[src/rtl/stopwatch_pkg.sv]
// Shared types and defaults for the stopwatch controller.
// Holds the FSM state enum, default widths and a count-width helper.
package stopwatch_pkg;

  typedef enum logic [1:0] {
    INIT,
    IDLE,
    RUN,
    PAUSED
  } sw_state_t;

  localparam int SW_W         = 8;
  localparam int SW_LAP_DEPTH = 4;

  function automatic int cnt_w(input int depth);
    return $clog2(depth) + 1;
  endfunction

endpackage

[src/rtl/stopwatch_ctrl_if.sv]
// Bundle between front-panel logic, stoptimer and the controller.
// master: button/timer/lap-reader side; slave: stopwatch_ctrl.
interface stopwatch_ctrl_if
  import stopwatch_pkg::*;
#(
  parameter int W         = SW_W,
  parameter int LAP_DEPTH = SW_LAP_DEPTH
);

  localparam int CW = cnt_w(LAP_DEPTH);

  logic          btn_ss;
  logic          btn_lap;
  logic [W-1:0]  elapsed_time;
  logic          tmr_start;
  logic          tmr_stop;
  logic          tmr_rst;
  logic          running;
  logic          lap_rd;
  logic [W-1:0]  lap_data;
  logic          lap_valid;
  logic [CW-1:0] lap_count;
  logic          lap_ovf;

  modport master (
    output btn_ss, btn_lap, elapsed_time, lap_rd,
    input  tmr_start, tmr_stop, tmr_rst, running,
    input  lap_data, lap_valid, lap_count, lap_ovf
  );

  modport slave (
    input  btn_ss, btn_lap, elapsed_time, lap_rd,
    output tmr_start, tmr_stop, tmr_rst, running,
    output lap_data, lap_valid, lap_count, lap_ovf
  );

endinterface

[src/rtl/lap_fifo.sv]
// Show-ahead lap FIFO with sticky overflow and synchronous flush.
// Ports: push/pop/flush, din, head (0 when empty), count, full, empty, ovf.
module lap_fifo #(
  parameter int W     = 8,
  parameter int DEPTH = 4
) (
  input  logic                     clk,
  input  logic                     rst_n,
  input  logic                     push,
  input  logic                     pop,
  input  logic                     flush,
  input  logic [W-1:0]             din,
  output logic [W-1:0]             head,
  output logic [$clog2(DEPTH):0]   count,
  output logic                     full,
  output logic                     empty,
  output logic                     ovf
);

  localparam int AW = $clog2(DEPTH);
  localparam int CW = AW + 1;

  logic [W-1:0]  mem_q [DEPTH];
  logic [W-1:0]  mem_d [DEPTH];
  logic [AW-1:0] wr_q, wr_d;
  logic [AW-1:0] rd_q, rd_d;
  logic [CW-1:0] cnt_q, cnt_d;
  logic          ovf_q, ovf_d;
  logic          push_en;
  logic          pop_en;

  assign full  = (cnt_q == CW'(DEPTH));
  assign empty = (cnt_q == '0);

  // A push that finds the FIFO full is dropped even if a pop
  // happens in the same cycle; a pop on empty is ignored.
  assign push_en = push & ~full & ~flush;
  assign pop_en  = pop & ~empty & ~flush;

  always_comb begin
    mem_d = mem_q;
    wr_d  = wr_q;
    rd_d  = rd_q;
    cnt_d = cnt_q;
    ovf_d = ovf_q;
    if (flush) begin
      wr_d  = '0;
      rd_d  = '0;
      cnt_d = '0;
      ovf_d = 1'b0;
    end else begin
      if (push_en) begin
        mem_d[wr_q] = din;
        wr_d        = wr_q + 1'b1;
      end
      if (pop_en) begin
        rd_d = rd_q + 1'b1;
      end
      cnt_d = cnt_q + CW'(push_en) - CW'(pop_en);
      if (push && full) begin
        ovf_d = 1'b1;
      end
    end
  end

  always_ff @(posedge clk or negedge rst_n) begin
    if (!rst_n) begin
      for (int i = 0; i < DEPTH; i++) begin
        mem_q[i] <= '0;
      end
      wr_q  <= '0;
      rd_q  <= '0;
      cnt_q <= '0;
      ovf_q <= 1'b0;
    end else begin
      mem_q <= mem_d;
      wr_q  <= wr_d;
      rd_q  <= rd_d;
      cnt_q <= cnt_d;
      ovf_q <= ovf_d;
    end
  end

  assign head  = empty ? '0 : mem_q[rd_q];
  assign count = cnt_q;
  assign ovf   = ovf_q;

endmodule

[src/rtl/stopwatch_ctrl.sv]
// Stopwatch sequencer: turns btn_ss/btn_lap pulses into registered
// start/stop/rst strobes for stoptimer and captures laps into lap_fifo.
// Ports: clk, rst_n (async, active-low), sw (stopwatch_ctrl_if.slave).
// Option: STOPWATCH_AUTO_STOP_EN stops the timer at all-ones count.
module stopwatch_ctrl
  import stopwatch_pkg::*;
#(
  parameter int W         = SW_W,
  parameter int LAP_DEPTH = SW_LAP_DEPTH
) (
  input  logic           clk,
  input  logic           rst_n,
  stopwatch_ctrl_if.slave sw
);

  sw_state_t state_q, state_d;
  logic      start_q, start_d;
  logic      stop_q, stop_d;
  logic      trst_q, trst_d;
  logic      run_q, run_d;
  logic      push;
  logic      flush;
  logic      full;
  logic      empty;

  always_comb begin
    state_d = state_q;
    start_d = 1'b0;
    stop_d  = 1'b0;
    trst_d  = 1'b0;
    push    = 1'b0;
    flush   = 1'b0;
    unique case (state_q)
      INIT: begin
        trst_d  = 1'b1;
        state_d = IDLE;
      end
      IDLE: begin
        if (sw.btn_ss) begin
          start_d = 1'b1;
          state_d = RUN;
        end
      end
      RUN: begin
        // Lap and stop are independent here; both may fire.
        push = sw.btn_lap;
        if (sw.btn_ss) begin
          stop_d  = 1'b1;
          state_d = PAUSED;
        end
`ifdef STOPWATCH_AUTO_STOP_EN
        else if (sw.elapsed_time == '1) begin
          stop_d  = 1'b1;
          state_d = PAUSED;
        end
`endif
      end
      PAUSED: begin
        // Restart has priority; a coincident clear is dropped.
        if (sw.btn_ss) begin
          start_d = 1'b1;
          state_d = RUN;
        end else if (sw.btn_lap) begin
          trst_d  = 1'b1;
          flush   = 1'b1;
          state_d = IDLE;
        end
      end
    endcase
    run_d = (state_d == RUN);
  end

  always_ff @(posedge clk or negedge rst_n) begin
    if (!rst_n) begin
      state_q <= INIT;
      start_q <= 1'b0;
      stop_q  <= 1'b0;
      trst_q  <= 1'b0;
      run_q   <= 1'b0;
    end else begin
      state_q <= state_d;
      start_q <= start_d;
      stop_q  <= stop_d;
      trst_q  <= trst_d;
      run_q   <= run_d;
    end
  end

  assign sw.tmr_start = start_q;
  assign sw.tmr_stop  = stop_q;
  assign sw.tmr_rst   = trst_q;
  assign sw.running   = run_q;

  lap_fifo #(
    .W     (W),
    .DEPTH (LAP_DEPTH)
  ) u_fifo (
    .clk   (clk),
    .rst_n (rst_n),
    .push  (push),
    .pop   (sw.lap_rd),
    .flush (flush),
    .din   (sw.elapsed_time),
    .head  (sw.lap_data),
    .count (sw.lap_count),
    .full  (full),
    .empty (empty),
    .ovf   (sw.lap_ovf)
  );

  assign sw.lap_valid = ~empty;

endmodule

[src/flat_wrapper.sv]
// flat-port wrapper written by rule: the top's interface ports become plain ports
module stopwatch_ctrl_flat import stopwatch_pkg::*;
#(
  parameter int W         = SW_W,
  parameter int LAP_DEPTH = SW_LAP_DEPTH
)
  (clk, rst_n, sw_btn_ss, sw_btn_lap, sw_elapsed_time, sw_lap_rd, sw_tmr_start, sw_tmr_stop, sw_tmr_rst, sw_running, sw_lap_data, sw_lap_valid, sw_lap_count, sw_lap_ovf);
  stopwatch_ctrl_if #(.W(W), .LAP_DEPTH(LAP_DEPTH)) sw_i ();
  input  logic clk;
  input  logic rst_n;
  input wire logic [$bits(sw_i.btn_ss)-1:0] sw_btn_ss;
  input wire logic [$bits(sw_i.btn_lap)-1:0] sw_btn_lap;
  input wire logic [$bits(sw_i.elapsed_time)-1:0] sw_elapsed_time;
  input wire logic [$bits(sw_i.lap_rd)-1:0] sw_lap_rd;
  output wire logic [$bits(sw_i.tmr_start)-1:0] sw_tmr_start;
  output wire logic [$bits(sw_i.tmr_stop)-1:0] sw_tmr_stop;
  output wire logic [$bits(sw_i.tmr_rst)-1:0] sw_tmr_rst;
  output wire logic [$bits(sw_i.running)-1:0] sw_running;
  output wire logic [$bits(sw_i.lap_data)-1:0] sw_lap_data;
  output wire logic [$bits(sw_i.lap_valid)-1:0] sw_lap_valid;
  output wire logic [$bits(sw_i.lap_count)-1:0] sw_lap_count;
  output wire logic [$bits(sw_i.lap_ovf)-1:0] sw_lap_ovf;
  assign sw_i.btn_ss = sw_btn_ss;
  assign sw_i.btn_lap = sw_btn_lap;
  assign sw_i.elapsed_time = sw_elapsed_time;
  assign sw_i.lap_rd = sw_lap_rd;
  assign sw_tmr_start = sw_i.tmr_start;
  assign sw_tmr_stop = sw_i.tmr_stop;
  assign sw_tmr_rst = sw_i.tmr_rst;
  assign sw_running = sw_i.running;
  assign sw_lap_data = sw_i.lap_data;
  assign sw_lap_valid = sw_i.lap_valid;
  assign sw_lap_count = sw_i.lap_count;
  assign sw_lap_ovf = sw_i.lap_ovf;
  stopwatch_ctrl #(.W(W), .LAP_DEPTH(LAP_DEPTH)) u_core (.clk(clk), .rst_n(rst_n), .sw(sw_i));
endmodule
[config.mk]
export PLATFORM = sky130hd
export DESIGN_NAME = stopwatch_ctrl_flat
export DESIGN_NICKNAME = d
export VERILOG_FILES = /design/src/rtl/stopwatch_pkg.sv /design/src/rtl/stopwatch_ctrl_if.sv /design/src/rtl/lap_fifo.sv /design/src/rtl/stopwatch_ctrl.sv /design/src/flat_wrapper.sv
export SDC_FILE = /design/constraint.sdc
export NUM_CORES = 1
export LEC_CHECK = 0
export CORE_ASPECT_RATIO = 0.75
export CORE_MARGIN = 5
export CORE_UTILIZATION = 43
export CTS_CLUSTER_DIAMETER = 30
export DETAILED_ROUTE_END_ITERATION = 12
export RECOVER_POWER = 50
export SYNTH_ARGS = -nofsm -noshare
export SYNTH_HDL_FRONTEND = slang
export SYNTH_SLANG_ARGS = --single-unit
[constraint.sdc]
create_clock -name clk -period 6.2 [get_ports clk]
set_clock_uncertainty 0.1 [all_clocks]
set_input_delay 1.24 -clock clk [delete_from_list [all_inputs] [get_ports clk]]
set_output_delay 1.24 -clock clk [all_outputs]
set_load 0.05 [all_outputs]
==> results of run 1 <==
per-stage QoR:
stage               setup WS, ns  area (sq um)
global placement           2.355          2636
global route               2.234          2748
finish                     2.379          2748
floorplan                  2.946          2283
CTS                        2.311          2749
detailed placement         2.275          2636
worst max path at each step:
stage | cells past startpoint | startpoint | end | slack, ns
floorplan | 11 | sw_btn_ss | u_core.u_fifo.count[2] | 2.95
global placement | 11 | sw_btn_ss | u_core.u_fifo.count[2] | 2.36
detailed placement | 11 | sw_btn_ss | u_core.u_fifo.count[2] | 2.27
CTS | 3 | u_core.u_fifo.rd_q[0] | sw_lap_data[0] | 2.31
global route | 3 | u_core.u_fifo.rd_q[0] | sw_lap_data[0] | 2.23
finish | 3 | u_core.u_fifo.rd_q[0] | sw_lap_data[0] | 2.38
final cells by class:
class                      count  area [sq um]  area share
inverter                       7         26.28    0.009563
tap                           75         93.84     0.03415
sequential                    46          1151      0.4189
timing repair buffer          30         291.5      0.1061
multi-input combinational    106          1072      0.3903
clock inverter                 3         43.79     0.01594
clock buffer                   5         68.82     0.02505
power groups by stage:
stage | combinational, mW | sequential (mW) | clock (mW)
4_1_cts | 0.729 | 0.539 | 0.235
6_report | 0.718 | 0.537 | 0.227
2_1_floorplan | 0.504 | 0.557 | 0
3_5_place_dp | 0.728 | 0.545 | 0
3_3_place_gp | 0.711 | 0.534 | 0
5_1_grt | 0.774 | 0.560 | 0.245
cells in the final DEF (no fill, tap or decap), types with 2 or more instances in the layout:
master	n
dfrtp_1	46
ha_1	10
nand3_1	3
nor3_1	4
nor2_1	9
dlygate4sd3_1	2
a21oi_1	4
and2_1	3
o21ai_0	2
nand2_1	2
mux2_2	30
mux4_2	8
nand4_4	4
xor2_1	3
clkdlybuf4s50_1	26
clkbuf_8	5
nor2b_1	9
mux2_1	2
inv_1	7
routing by layer:
metal,part of all wire,wire length [microns]
met1,0.47,2037
met2,0.48,2076
met3,0.032,137
met4,0.018,79
met5,0,0
sequential cells by signal, indices dropped and copies added, names as in the netlist:
name / flops
u_core.sw.running: 1
u_core.sw.tmr_start: 1
u_core.u_fifo.count: 3
u_core.u_fifo.mem_q: 32
u_core.u_fifo.wr_q: 2
u_core.state_q: 2
u_core.u_fifo.ovf: 1
u_core.u_fifo.rd_q: 2
u_core.sw.tmr_stop: 1
u_core.sw.tmr_rst: 1
logic make-up (layout without fill, tap and decap cells):
family	Yosys count	after routing
muxes	40	40
buffers and inverters	13	45
adders and majority gates	11	11
xor gates and xnor gates	3	3
DFF	46	46
AOI/OAI and AO/OA	11	11
and+or+nand+nor	41	41
==> metrics.md, run 1 <==
| Metric | Value |
|---|---|
| Worst hold path type | `register to register` |
| Synth Warn # | `0` |
| First-pass GRT wire length | `around 7300 microns` |
| Via count | `about 1.4k` |
| Largest net degree at the start of global routing | `47` |
| Status | `complete, but fails checks` |
| Reg2reg setup slack | `3.25 ns` |
| Hold Crit Start | `u_core.u_fifo.mem_q[6]` |
| Crit path kind | `register to primary output` |
| Comb pwr share | `0.485` |
| Remaining Overflow, GRT | `0` |
| Leak pwr | `between 1 and 1.5 nW` |
| Root Buffer | `clkbuf_8` |
| Gr busiest metal | `met2` |
| Port Buffers | `29` |
| Asr flop ratio synth | `1.000` |
| Ratio of cells with drive above 1 in the final layout | `0.2690` |
| Slowest-stage cell, CP | `dfrtp_1` |
| Number of H-tree levels | `2` |
| Crit Path Max Fanout | `10` |
| Largest area contributor in the netlist | `dfrtp_1` |
| Worst R2R Path Depth | `12` |
| Max Slew Vio Count | `47` |
| Starting Density | `0.4360` |
| Part of the cycle the worst path needs | `0.6163` |
| Routed wire per std cell | `15.92 microns` |
| Peak Freq | `261.7 MHz` |
| Top cells by count, synth | `dfrtp_1 (46), mux2_2 (30), ha_1 (10), nor2_1 (9), nor2b_1 (9)` |
| CP bufs+invs | `1` |
| Post-synthesis sequential area ratio | `0.5041` |
| Power per cell area | `539.4 nW/um^2` |
| Tot Pwr | `approximately 1.5 mW` |
| Ys flop type | `dfrtp_1` |
| Adder and majority gate portion of the synthesized area | `0.06356` |
| Critical Path End Type | `primary output` |
| Die Y | `73.11 microns` |
| CP startpoint kind | `register` |
| Cell family with most CP delay | `flip-flops` |
| Slew HR | `-0.6525` |
| Layout fillers | `roughly 470` |
| Sequential share of power | `0.363` |
| Worst R2R Start | `u_core.state_q[0]` |
| DR iter-0 viols | `36` |
| Core Util, Final | `0.5246` |
| Pre-antenna DRT Iters | `4` |
| CTS tree | `built` |
| Post-detail-place hpwl | `3109 microns` |
| VDD IR max | `0.1766 mV` |
| Least-Margin Pin Slew | `about 2.5 ns` |
| Post-synth net total | `roughly 190` |
| M2 GR Usage | `0.2272` |
| Syn Inst Count | `165` |
| Placed insts | `~260` |
| Clock Latency Late Sink | `0.30 ns` |
| TritonCTS sink count | `46` |
| Max stage delay on crit path | `approximately 0.73 ns` |
| Cells resized by post-CTS repair | `0` |
| R2r endpoint | `u_core.u_fifo.count[2]` |
| Clock power frac | `0.153` |
| Required @ worst endpoint | `4.86 ns` |
| Maximum buffer depth of the clock tree | `2` |
| Vias in the first global route | `1485` |
| Synth unique cells | `31` |
| Netlist Area Pre-Place | `2283 sq um` |
| Net Switching | `608.9 uW` |
| Die Wd | `94.15 microns` |
| Setup Viol. Count Final | `0` |
| I/O pin count | `30` |
| Crit path cell chain | `mux4_2 > nor2b_1 > clkdlybuf4s50_1` |
| Failing checks | `max-capacitance violations, max-slew violations` |
| DR vias/cell | `just over 5` |
| Routability cong. | `0.7541` |
| Final min period | `between 3 and 4 ns` |
| Initial antenna violation count | `0` |
| DRC Markers | `0` |
| Total GRT Usage | `0.1421` |
| CTS Hold Bufs | `0` |
| Setup TNS | `0 ns` |
| Final wirelength | `4331 microns` |
| Int Power | `~870 uW` |
| Antenna cell count | `0` |
| Finished Layout Cells | `272` |
| WHS Endpoint | `u_core.u_fifo.mem_q[6]` |
| Net count, final | `220` |
| Post-synthesis compound-gate area fraction | `0.03014` |
| DIE AREA | `6883 sq um` |
| EDFF count, synth | `0` |
| Most frequent cell after synthesis | `dfrtp_1` |
| Maxcap violations | `1` |
| Seq cells post-synth | `46` |
| Crit path DAT | `2.48 ns` |
| Final hold viol count | `0` |
| WHS Path Cells | `1` |
| Post-DRT Antenna Nets | `0` |
| Grt met1 use | `0.1854` |
| Clock slew at reported path FFs | `0.09 ns` |
| Switching share of power | `0.4108` |
| Post-Synth XOR/XNOR Area | `0.01151` |
| Post-CTS Setup Repair Bufs | `0` |
| Main combinational cell family by area after synthesis | `multiplexers` |
| Syn avg cell area | `13.84 sq um` |
| GR Layer Usage met3 | `0.03711` |
| Synth top area share | `0.5041` |
| Post-synthesis mux area share | `0.2367` |
| Std cell rows | `23` |
| Layout area overhead | `20.33%` |
| RSZ-0062 raised after global routing | `false` |
| WHS | `0.3977 ns` |
| Post-synthesis simple-gate area fraction | `0.1277` |
| Largest cells by area after synthesis | `dfrtp_1 (50%), mux2_2 (15%), mux4_2 (7.9%), ha_1 (5.5%), nand4_4 (3.7%)` |
| Num CTS Buffers | `5` |
| Core area | `5238 sq um` |
No activity file was read; power rests on OpenSTA's default activity.
==> run 2, diff against run 1 <==
--- a/config.mk
+++ b/config.mk
@@ -10,6 +10,7 @@
 export CORE_UTILIZATION = 43
 export CTS_CLUSTER_DIAMETER = 30
 export DETAILED_ROUTE_END_ITERATION = 12
+export PLACE_DENSITY = 0.67
 export RECOVER_POWER = 50
 export SYNTH_ARGS = -nofsm -noshare
 export SYNTH_HDL_FRONTEND = slang
==> constraint.sdc (replaced) <==
create_clock -name clk -period 3.5 [get_ports clk]
set_clock_uncertainty 0.1 [all_clocks]
set_input_delay 0.7 -clock clk [delete_from_list [all_inputs] [get_ports clk]]
set_output_delay 0.7 -clock clk [all_outputs]
set_load 0.05 [all_outputs]
==> run 2 against run 1 <==
Net effect: the flow still finishes with violations (max-capacitance violations, max-slew violations); sequential power increased by 72%; clock power increased by 39%; non-clock buffer count increased by 4; worst setup slack got worse by 1.9 ns; first-iteration DRC count increased to 2.7 times the previous value.
==> metrics.md, run 2 (same netlist as run 1, synthesis figures left out) <==
| Metric | Value |
|---|---|
| Final min period | `3.023 ns` |
| Required @ worst endpoint | `approximately 2.7 ns` |
| Power per cell area | `around 930 nW/um^2` |
| Post-Place Worst Slack | `0.3963 ns` |
| Core area | `approximately 5200 sq um` |
| Layout fillers | `470` |
| Net count, final | `224` |
| DIE AREA | `6883 sq um` |
| DRC Markers | `0` |
| Most common cell after layout, fill and taps aside | `dfrtp_1` |
| Placed insts | `approximately 270` |
| Metal3 WL | `~210 microns` |
| Commonest non-fill, non-tap cells in the layout | `dfrtp_1 (46), mux2_2 (30), clkdlybuf4s50_1 (27)` |
| Clock Latency Late Sink | `around 0.29 ns` |
| I/O pin count | `30` |
| First-pass GRT wire length | `7500 microns` |
| Port Buffers | `29` |
| CTS tree | `built` |
| Antenna cell count | `0` |
| Initial antenna violation count | `0` |
| Most flop-heavy register | `u_core.u_fifo.mem_q` |
| Ratio of cells with drive above 1 in the final layout | `0.2736` |
| Slew HR | `-0.6004` |
| Total GRT Usage | `0.1433` |
| Part of the cycle the worst path needs | `0.8636` |
| Routed wire per std cell | `about 16 microns` |
| Final wirelength | `4419 microns` |
| Met2 wire len | `2149 microns` |
| Largest register FFs | `32` |
| VDD IR max | `0.5091 mV` |
| TritonCTS sink count | `46` |
| Die Y | `73.11 microns` |
| Setup TNS | `0 ns` |
| Post-detail-place hpwl | `3176 microns` |
| Final hold viol count | `0` |
| Layout area overhead | `20.33%` |
| Starting Density | `0.4360` |
| Crit path DAT | `2.22 ns` |
| Critical Path End Type | `primary output` |
| Max Slew Vio Count | `47` |
| Setup Viol. Count Final | `0` |
| Leak pwr | `1.227 nW` |
| Worst hold path type | `register to register` |
| CP startpoint kind | `register` |
| Highest routed layer | `met4` |
| RSZ-0062 raised after global routing | `false` |
| CTS Hold Bufs | `0` |
| Vias in the first global route | `1560` |
| Root Buffer | `clkbuf_8` |
| Maximum buffer depth of the clock tree | `2` |
| Failing checks | `max-capacitance violations, max-slew violations` |
| DR vias/cell | `5.134` |
| Peak Freq | `330.8 MHz` |
| Post-CTS Setup Repair Bufs | `0` |
| WHS | `0.3923 ns` |
| Num CTS Buffers | `5` |
| Remaining Overflow, GRT | `0` |
| Final setup margin | `0.4773 ns` |
| Number of H-tree levels | `2` |
| Finished Layout Cells | `276` |
| Clock slew at reported path FFs | `0.08 ns` |
| Routability cong. | `between 0.7 and 0.8` |
| Largest net degree at the start of global routing | `47` |
| Pre-antenna DRT Iters | `5` |
| Cells resized by post-CTS repair | `0` |
| Via count | `around 1.4k` |
| Die Wd | `roughly 94 microns` |
| Std cell rows | `23` |
| Least-Margin Pin Slew | `2.401 ns` |
| Post-DRT Antenna Nets | `0` |
| DR iter-0 viols | `97` |
| Maxcap violations | `1` |
| Wl on met1 | `2011 microns` |
| Status | `complete, but fails checks` |
| Crit path kind | `register to primary output` |
| Crit Path Max Fanout | `10` |
==> run 2: metrics by stage <==
| step | power, mW | utilization | instance area [sq um] |
|---|---|---|---|
| floorplan | 1.879 | - | 2283 |
| global placement | 2.208 | 0.5091 | 2666 |
| detailed placement | 2.276 | 0.5091 | 2666 |
| CTS | 2.595 | 0.5256 | 2753 |
| global route | 2.736 | 0.5246 | 2748 |
| finish | 2.566 | 0.5246 | 2748 |
==> run 2: path summary, 6_finish.rpt <==
path / startpoint / end / slack [ns] / cells past startpoint
max in group asynchronous: rst_n / u_core.u_fifo.count[1] / 0.90 / 1
min reg2reg: u_core.u_fifo.mem_q[6] / u_core.u_fifo.mem_q[6] / 0.39 / 1
max reg2reg: u_core.u_fifo.count[1] / u_core.u_fifo.count[2] / 0.73 / 10
min in group asynchronous: rst_n / u_core.sw.tmr_rst / 1.03 / 1
min: u_core.u_fifo.mem_q[6] / u_core.u_fifo.mem_q[6] / 0.39 / 1
max: u_core.u_fifo.rd_q[0] / sw_lap_data[7] / 0.48 / 4
==> run 2: final cells by class <==
class	count	area, sq um	share of cell area
clock buffers	6	72.57	0.02641
clock inverters	2	13.76	0.005009
inverters	7	26.28	0.009563
multi-input cells	106	1072	0.3903
flip-flops and latches	46	1151	0.4189
well taps	75	93.84	0.03415
repair buffers	34	317.8	0.1157
==> run 2: worst max-delay path, stage by stage (launching register included) <==
cell,delay [ns]
dfrtp_1,0.33
buf_4,0.23
mux4_2,0.52
nor2b_1,0.15
clkdlybuf4s50_1,0.70
==> run 2: layer usage <==
metal  up-vias  track usage
met5         -            0
met4         0      0.04647
met3         7      0.04536
met2        34       0.2358
met1       720       0.1808
li1        656            -
==> run 2: power breakdown <==
group | internal, mW | switching, mW | total [mW] | leakage, nW
combinational | 0.590 | 0.737 | 1.33 | 0.581
sequential | 0.756 | 0.167 | 0.923 | 0.600
clock | 0.141 | 0.174 | 0.315 | 0.0452
==> run 3, diff against run 2 <==
--- a/config.mk
+++ b/config.mk
@@ -9,6 +9,7 @@
 export CORE_MARGIN = 5
 export CORE_UTILIZATION = 43
 export CTS_CLUSTER_DIAMETER = 30
+export CTS_CLUSTER_SIZE = 16
 export DETAILED_ROUTE_END_ITERATION = 12
 export PLACE_DENSITY = 0.67
 export RECOVER_POWER = 50
==> results of run 3 <==
The final DEF is identical to that of run 2; final timing and power are the same.
